`src/rtl/Pipe_Buf_Reg_PKG.sv`:
```
// Pipeline buffer register types shared across stages, plus the retire-trace
// record produced at the write-back end.
package Pipe_Buf_Reg_PKG;

    typedef struct packed {
        logic [31:0] Pc_Four;
        logic [31:0] Curr_Instr;
        logic [31:0] Alu_Result;
        logic [31:0] MemReadData;
        logic [31:0] Imm_Out;
        logic [31:0] Pc_Imm;
        logic [4:0]  rd;
        logic        RegWrite;
        logic        MemtoReg;
    } mem_wb_reg;

    typedef struct packed {
        logic [31:0] pc;
        logic [31:0] instr;
        logic [4:0]  rd;
        logic [31:0] wdata;
        logic        we;
    } trace_rec_t;

    localparam logic [6:0] OPC_JAL   = 7'b1101111;
    localparam logic [6:0] OPC_JALR  = 7'b1100111;
    localparam logic [6:0] OPC_LUI   = 7'b0110111;
    localparam logic [6:0] OPC_AUIPC = 7'b0010111;

endpackage

```
`src/rtl/trace_fifo.sv`:
```
// Synchronous FIFO with extended-MSB read/write counters; head output reads
// as zero while empty.
module trace_fifo #(
    parameter int unsigned DEPTH = 8,
    parameter int unsigned W     = 8
) (
    input  logic                     clk,
    input  logic                     reset,
    input  logic                     push,
    input  logic [W-1:0]             din,
    input  logic                     pop,
    output logic [W-1:0]             dout,
    output logic                     full,
    output logic                     empty,
    output logic [$clog2(DEPTH):0]   level
);

    localparam int unsigned AW = $clog2(DEPTH);

    logic [W-1:0] mem_q [DEPTH];
    logic [AW:0]  wr_cnt_q, wr_cnt_d;
    logic [AW:0]  rd_cnt_q, rd_cnt_d;
    logic         do_push, do_pop;

    assign level = wr_cnt_q - rd_cnt_q;
    assign empty = (wr_cnt_q == rd_cnt_q);
    assign full  = (level == (AW+1)'(DEPTH));
    assign dout  = empty ? '0 : mem_q[rd_cnt_q[AW-1:0]];

    // A pop frees the head slot in the same edge, so a full FIFO still accepts a push.
    always_comb begin
        do_pop   = pop && !empty;
        do_push  = push && (!full || do_pop);
        wr_cnt_d = wr_cnt_q;
        rd_cnt_d = rd_cnt_q;
        if (do_push) wr_cnt_d = wr_cnt_q + (AW+1)'(1);
        if (do_pop)  rd_cnt_d = rd_cnt_q + (AW+1)'(1);
    end

    always_ff @(posedge clk or posedge reset) begin
        if (reset) begin
            wr_cnt_q <= '0;
            rd_cnt_q <= '0;
        end else begin
            wr_cnt_q <= wr_cnt_d;
            rd_cnt_q <= rd_cnt_d;
        end
    end

    always_ff @(posedge clk) begin
        if (do_push) mem_q[wr_cnt_q[AW-1:0]] <= din;
    end

endmodule

```
`src/rtl/wb_retire_tracer.sv`:
```
// Write-back retirement tracer: builds a trace record for each retiring
// instruction, queues it for the debug side, and keeps retire/drop statistics.
module wb_retire_tracer
    import Pipe_Buf_Reg_PKG::*;
#(
    parameter int unsigned DEPTH  = 8,
    parameter int unsigned CNT_W  = 32,
    parameter int unsigned DROP_W = 16
) (
    input  logic                    clk,
    input  logic                    reset,
    input  logic                    trace_en,
    input  mem_wb_reg               wb_in,
    output logic                    out_valid,
    input  logic                    out_ready,
    output trace_rec_t              out_rec,
    output logic                    overflow,
    input  logic                    clr_stat,
    output logic [CNT_W-1:0]        retired_cnt,
    output logic [DROP_W-1:0]       drop_cnt,
    output logic [$clog2(DEPTH):0]  level
);

    trace_rec_t        rec;
    logic              retire;
    logic              drop;
    logic              fifo_full, fifo_empty;
    logic [$bits(trace_rec_t)-1:0] fifo_dout;
    logic [CNT_W-1:0]  retired_cnt_q, retired_cnt_d;
    logic [DROP_W-1:0] drop_cnt_q, drop_cnt_d;
    logic              overflow_q, overflow_d;

    assign retire = trace_en && (wb_in.Curr_Instr != '0);

    always_comb begin
        rec       = '0;
        rec.pc    = wb_in.Pc_Four - 32'd4;
        rec.instr = wb_in.Curr_Instr;
        rec.rd    = wb_in.rd;
        rec.we    = wb_in.RegWrite && (wb_in.rd != 5'd0);
        if (rec.we) begin
            case (wb_in.Curr_Instr[6:0])
                OPC_JAL, OPC_JALR: rec.wdata = wb_in.Pc_Four;
                OPC_LUI:           rec.wdata = wb_in.Imm_Out;
                OPC_AUIPC:         rec.wdata = wb_in.Pc_Imm;
                default:           rec.wdata = wb_in.MemtoReg ? wb_in.MemReadData : wb_in.Alu_Result;
            endcase
        end
    end

    trace_fifo #(
        .DEPTH (DEPTH),
        .W     ($bits(trace_rec_t))
    ) u_fifo (
        .clk   (clk),
        .reset (reset),
        .push  (retire),
        .din   (rec),
        .pop   (out_ready),
        .dout  (fifo_dout),
        .full  (fifo_full),
        .empty (fifo_empty),
        .level (level)
    );

    assign out_valid = !fifo_empty;
    assign out_rec   = fifo_dout;
    // Full implies non-empty, so out_ready alone tells whether the head pops this edge.
    assign drop      = retire && fifo_full && !out_ready;

    always_comb begin
        retired_cnt_d = retired_cnt_q;
        drop_cnt_d    = drop_cnt_q;
        overflow_d    = overflow_q;
        if (clr_stat) begin
            retired_cnt_d = '0;
            drop_cnt_d    = '0;
            overflow_d    = 1'b0;
        end else begin
            if (retire) retired_cnt_d = retired_cnt_q + CNT_W'(1);
            if (drop) begin
                overflow_d = 1'b1;
                if (drop_cnt_q != '1) drop_cnt_d = drop_cnt_q + DROP_W'(1);
            end
        end
    end

    always_ff @(posedge clk or posedge reset) begin
        if (reset) begin
            retired_cnt_q <= '0;
            drop_cnt_q    <= '0;
            overflow_q    <= 1'b0;
        end else begin
            retired_cnt_q <= retired_cnt_d;
            drop_cnt_q    <= drop_cnt_d;
            overflow_q    <= overflow_d;
        end
    end

    assign retired_cnt = retired_cnt_q;
    assign drop_cnt    = drop_cnt_q;
    assign overflow    = overflow_q;

endmodule

```
`config.mk`:
```
export PLATFORM = sky130hd
export DESIGN_NAME = wb_retire_tracer
export DESIGN_NICKNAME = d
export VERILOG_FILES = /design/src/rtl/Pipe_Buf_Reg_PKG.sv /design/src/rtl/trace_fifo.sv /design/src/rtl/wb_retire_tracer.sv
export SDC_FILE = /design/constraint.sdc
export NUM_CORES = 1
export LEC_CHECK = 0
export CAP_MARGIN = 10
export CORE_MARGIN = 10
export CORE_UTILIZATION = 55
export CTS_CLUSTER_DIAMETER = 120
export CTS_CLUSTER_SIZE = 8
export DETAILED_ROUTE_END_ITERATION = 8
export PLACE_DENSITY_LB_ADDON = 0.15
export SLEW_MARGIN = 10
export SYNTH_ARGS = -nofsm -noshare
export SYNTH_HDL_FRONTEND = slang
export SYNTH_HIERARCHICAL = 1
export SYNTH_SLANG_ARGS = --single-unit
```
`constraint.sdc`:
```
create_clock -name clk -period 25.7 [get_ports clk]
set_clock_uncertainty 0.15 [all_clocks]
set_input_delay 5.14 -clock clk [delete_from_list [all_inputs] [get_ports clk]]
set_output_delay 5.14 -clock clk [all_outputs]
set_load 0.01 [all_outputs]
```
==> run summary <==
- outcome: finished clean
- Setup crit start: u_fifo/rd_cnt_q[2]$_DFFE_PP0P_
- Hold Vio Cnt, Final: 0
- buffer cell driving the clock tree root: sky130_fd_sc_hd__clkbuf_16
- final-report setup violation count: 0
- via count of the first global-routing pass: 21630
- maximum number of pins on one net before global-route repair: 153
- number of buffers inserted by hold repair at cts: 0
- unique cell type count in the Yosys netlist: 58
- most used standard cells in the synthesized netlist: sky130_fd_sc_hd__edfxtp_1, sky130_fd_sc_hd__nand2_1, sky130_fd_sc_hd__mux4_2
- CTS Sinks: 873
- average cell area after synthesis: 17.72 um^2
- dominant register cell in the synthesized netlist: sky130_fd_sc_hd__edfxtp_1
- CP delay by family, top: buffers and inverters
- count of placed standard cells in the final layout, fillers left out: 3304
- worst reg2reg startpoint: u_fifo/rd_cnt_q[2]$_DFFE_PP0P_
- Iter 0 DRT Violations: 2041
- Critical path destination: out_rec[23]
- number of warning messages in the yosys log: 6
- Setup crit start kind: flop
- Post-Syn Instances: 2027
- clock insertion delay at the later pin of the skew report: 0.66 ns
- via count normalized by instance count: 6.221
- met3 WL post-DR: 6559 um
- arrival time of data at the critical path endpoint: 5.29 ns
- number of nets in the finished design: 2635
- maximum buffer depth of the clock tree: 3
- number of cells upsized or downsized after cts: 0
- setup repair after global routing missed its margin: false
- share of final-layout standard cells stronger than drive strength 1: 0.1784
- Port Buffer Count: 359
- Max Clock Freq: 0.09449 GHz
- Worst Reg-to-Reg Cells: 9
- Leakage Power: 14.46 nW
- Reg2Reg Setup Slack: 19.82 ns
- number of ports placed on the die boundary: 360
- total met2 wirelength after detailed routing: 46260 um
- highest layer used for signal routing: met4
- total number of cells along the worst setup path: 8
- met1 layer wirelength in the final routing: 35660 um
- share of flip-flops with an asynchronous set or reset after synthesis: 0.06529
- TNS Setup: 0 ns
- fin crit period: 10.58 ns
- power per standard cell area: 113.3 nW/um^2
- global placement routability congestion: 0.7684
- post-detailed-route DRC marker count: 0
- clock-pin slew on the worst setup and hold paths: 0.05 ns
- first-pass GRT wire length: 136500 um
- ordered list of cells on the worst path: inv_4 -> ha_1 -> nand2_1 -> nor3_2 -> buf_4 -> buf_4 -> a21oi_1 -> clkdlybuf4s50_1
- leading cell type by number of instances after synthesis: sky130_fd_sc_hd__edfxtp_1
- Worst Tran Pin Value: 1.127 ns
- post-route clock period utilization: 0.4118
- row count: 93
- final slew viol count: 0
- worst relative slew slack: 0.2489
- EDFF count, synth: 816
- setup fix buffers added after clock tree synthesis: 0
- Setup Slack @ Placement: 15.29 ns
- crit path max fanout: 63
- routed wire length: 90690 um
- Bufs and invs on worst path: 4
- net count of the mapped netlist: 2240
- die extent in x: 275.6 um
- element type at the critical path end: output port
- number of antenna violations at the first check in global routing: 0
- biggest area contributors in the synthesized netlist: sky130_fd_sc_hd__edfxtp_1, sky130_fd_sc_hd__mux4_2, sky130_fd_sc_hd__dfrtp_1
- wire length per cell: 27.45 um
- post-synthesis instance area: 35920 um^2
- critical path type: reg2out
- DIE AREA: 75940 um^2
- die boundary height: 275.6 um
- Placed Cells: 3156
- Worst path max stage delay: 1.06 ns
- number of detailed-route iterations in the first pass: 5
- data required time at the worst endpoint: 20.41 ns
- CP max-delay cell: sky130_fd_sc_hd__dfrtp_4
- max-capacitance violation count: 0
- worst reg2reg path endpoint: u_fifo/mem_q[6][74]$_DFFE_PP_
- sequential share of the synthesized area: 0.7218
- worst setup slack after layout: 15.12 ns
- final HPWL from detailed placement: 53990 um
- worst hold-check path type: reg2reg
- ANT nets after route: 0
- area added between synthesis and finish: 21.51%
- clock tree from TritonCTS: done
- clock buffer count from CTS: 119
- H-tree depth: 3
- cell seen most often among critical-path stages: sky130_fd_sc_hd__buf_4
- number of diodes added for antenna fixing: 0
- cell type with the highest aggregate area in the netlist: sky130_fd_sc_hd__edfxtp_1
- starting density of the core: 0.5563
- maximum resistive drop on vdd: 0.00009177 V
- Seq cells post-synth: 873
- area fraction of the dominant cell type after synthesis: 0.6821
- overall routing resource usage: 0.2403
- area inside the core boundary: 64580 um^2
- sum of overflow across all layers after global routing: 0
- vias: 20560
==> layout by cell type, fill, tap and decap left out, drive strengths merged, types with 49 or more instances in the layout <==
cell type and count:
a21oi 134, clkbuf 142, clkdlybuf4s50 357, dfrtp 57, edfxtp 816, mux4 204, nand2 238, nor2 66
nor3 49
==> worst min-delay path by stage <==
stage,from,slack [ns],cells past startpoint,end
6_report,u_fifo/rd_cnt_q[3]$_DFFE_PP0P_,0.35,1,u_fifo/rd_cnt_q[3]$_DFFE_PP0P_
5_1_grt,u_fifo/rd_cnt_q[3]$_DFFE_PP0P_,0.37,1,u_fifo/rd_cnt_q[3]$_DFFE_PP0P_
4_1_cts,u_fifo/wr_cnt_q[3]$_DFFE_PP0P_,0.35,1,u_fifo/wr_cnt_q[3]$_DFFE_PP0P_
3_5_place_dp,u_fifo/wr_cnt_q[3]$_DFFE_PP0P_,0.34,1,u_fifo/wr_cnt_q[3]$_DFFE_PP0P_
3_3_place_gp,u_fifo/wr_cnt_q[3]$_DFFE_PP0P_,0.33,1,u_fifo/wr_cnt_q[3]$_DFFE_PP0P_
2_1_floorplan,u_fifo/wr_cnt_q[3]$_DFFE_PP0P_,0.31,1,u_fifo/wr_cnt_q[3]$_DFFE_PP0P_
==> cell families (layout without fill, tap and decap cells) <==
group                    count (synthesis)  count (layout)  synth area share
multiplexers                           273             273            0.1484
buffers and inverters                  143             565           0.01651
flip-flops                             873             873            0.7218
AND/OR/NAND/NOR                        463             463           0.06015
XOR/XNOR                                46              46           0.01121
AO/OA/AOI/OAI                          220             220           0.03859
adder cells (fa/ha/maj)                  9               9          0.003344
==> layout make-up <==
| type | instances | area [um^2] |
|---|---|---|
| tap | 855 | 1070 |
| sequential | 873 | 25940 |
| timing repair buffer | 394 | 3871 |
| fill | 4308 | 20930 |
| clock buffer | 142 | 3107 |
| multi-input combinational | 1011 | 9482 |
| inverter | 23 | 88.84 |
| clock inverter | 6 | 92.59 |
==> state kept, by name, indices dropped and copies added (netlist names) <==
signal / flops
u_fifo/mem_q: 816
retired_cnt: 32
drop_cnt: 16
u_fifo/rd_cnt_q: 4
u_fifo/wr_cnt_q: 4
overflow: 1
==> per-stage QoR <==
step / util / area [um^2] / hold slack (ns) / power, mW
CTS: 0.6759 / 43650 / 0.3473 / 4.999
finish: 0.6759 / 43650 / 0.3465 / 4.945
global route: 0.6759 / 43650 / 0.3718 / 5.165
detailed placement: 0.6264 / 40450 / 0.3352 / 3.621
floorplan: - / 35920 / 0.3107 / 2.859
global placement: 0.6264 / 40450 / 0.3260 / 3.601
==> where the power goes <==
| group | switching [mW] | leakage [nW] | internal (mW) |
|---|---|---|---|
| registers | 0.0997 | 8.23 | 1.80 |
| logic | 0.898 | 4.68 | 0.778 |
| clock network | 0.542 | 1.56 | 0.831 |
==> layer usage <==
metal  vias up  track usage
li1       8862            -
met1     10680       0.3229
met2       878       0.4006
met3       135      0.04310
met4         0      0.06874
met5         -            0
Note: power is estimated with default switching activity, not from simulation.
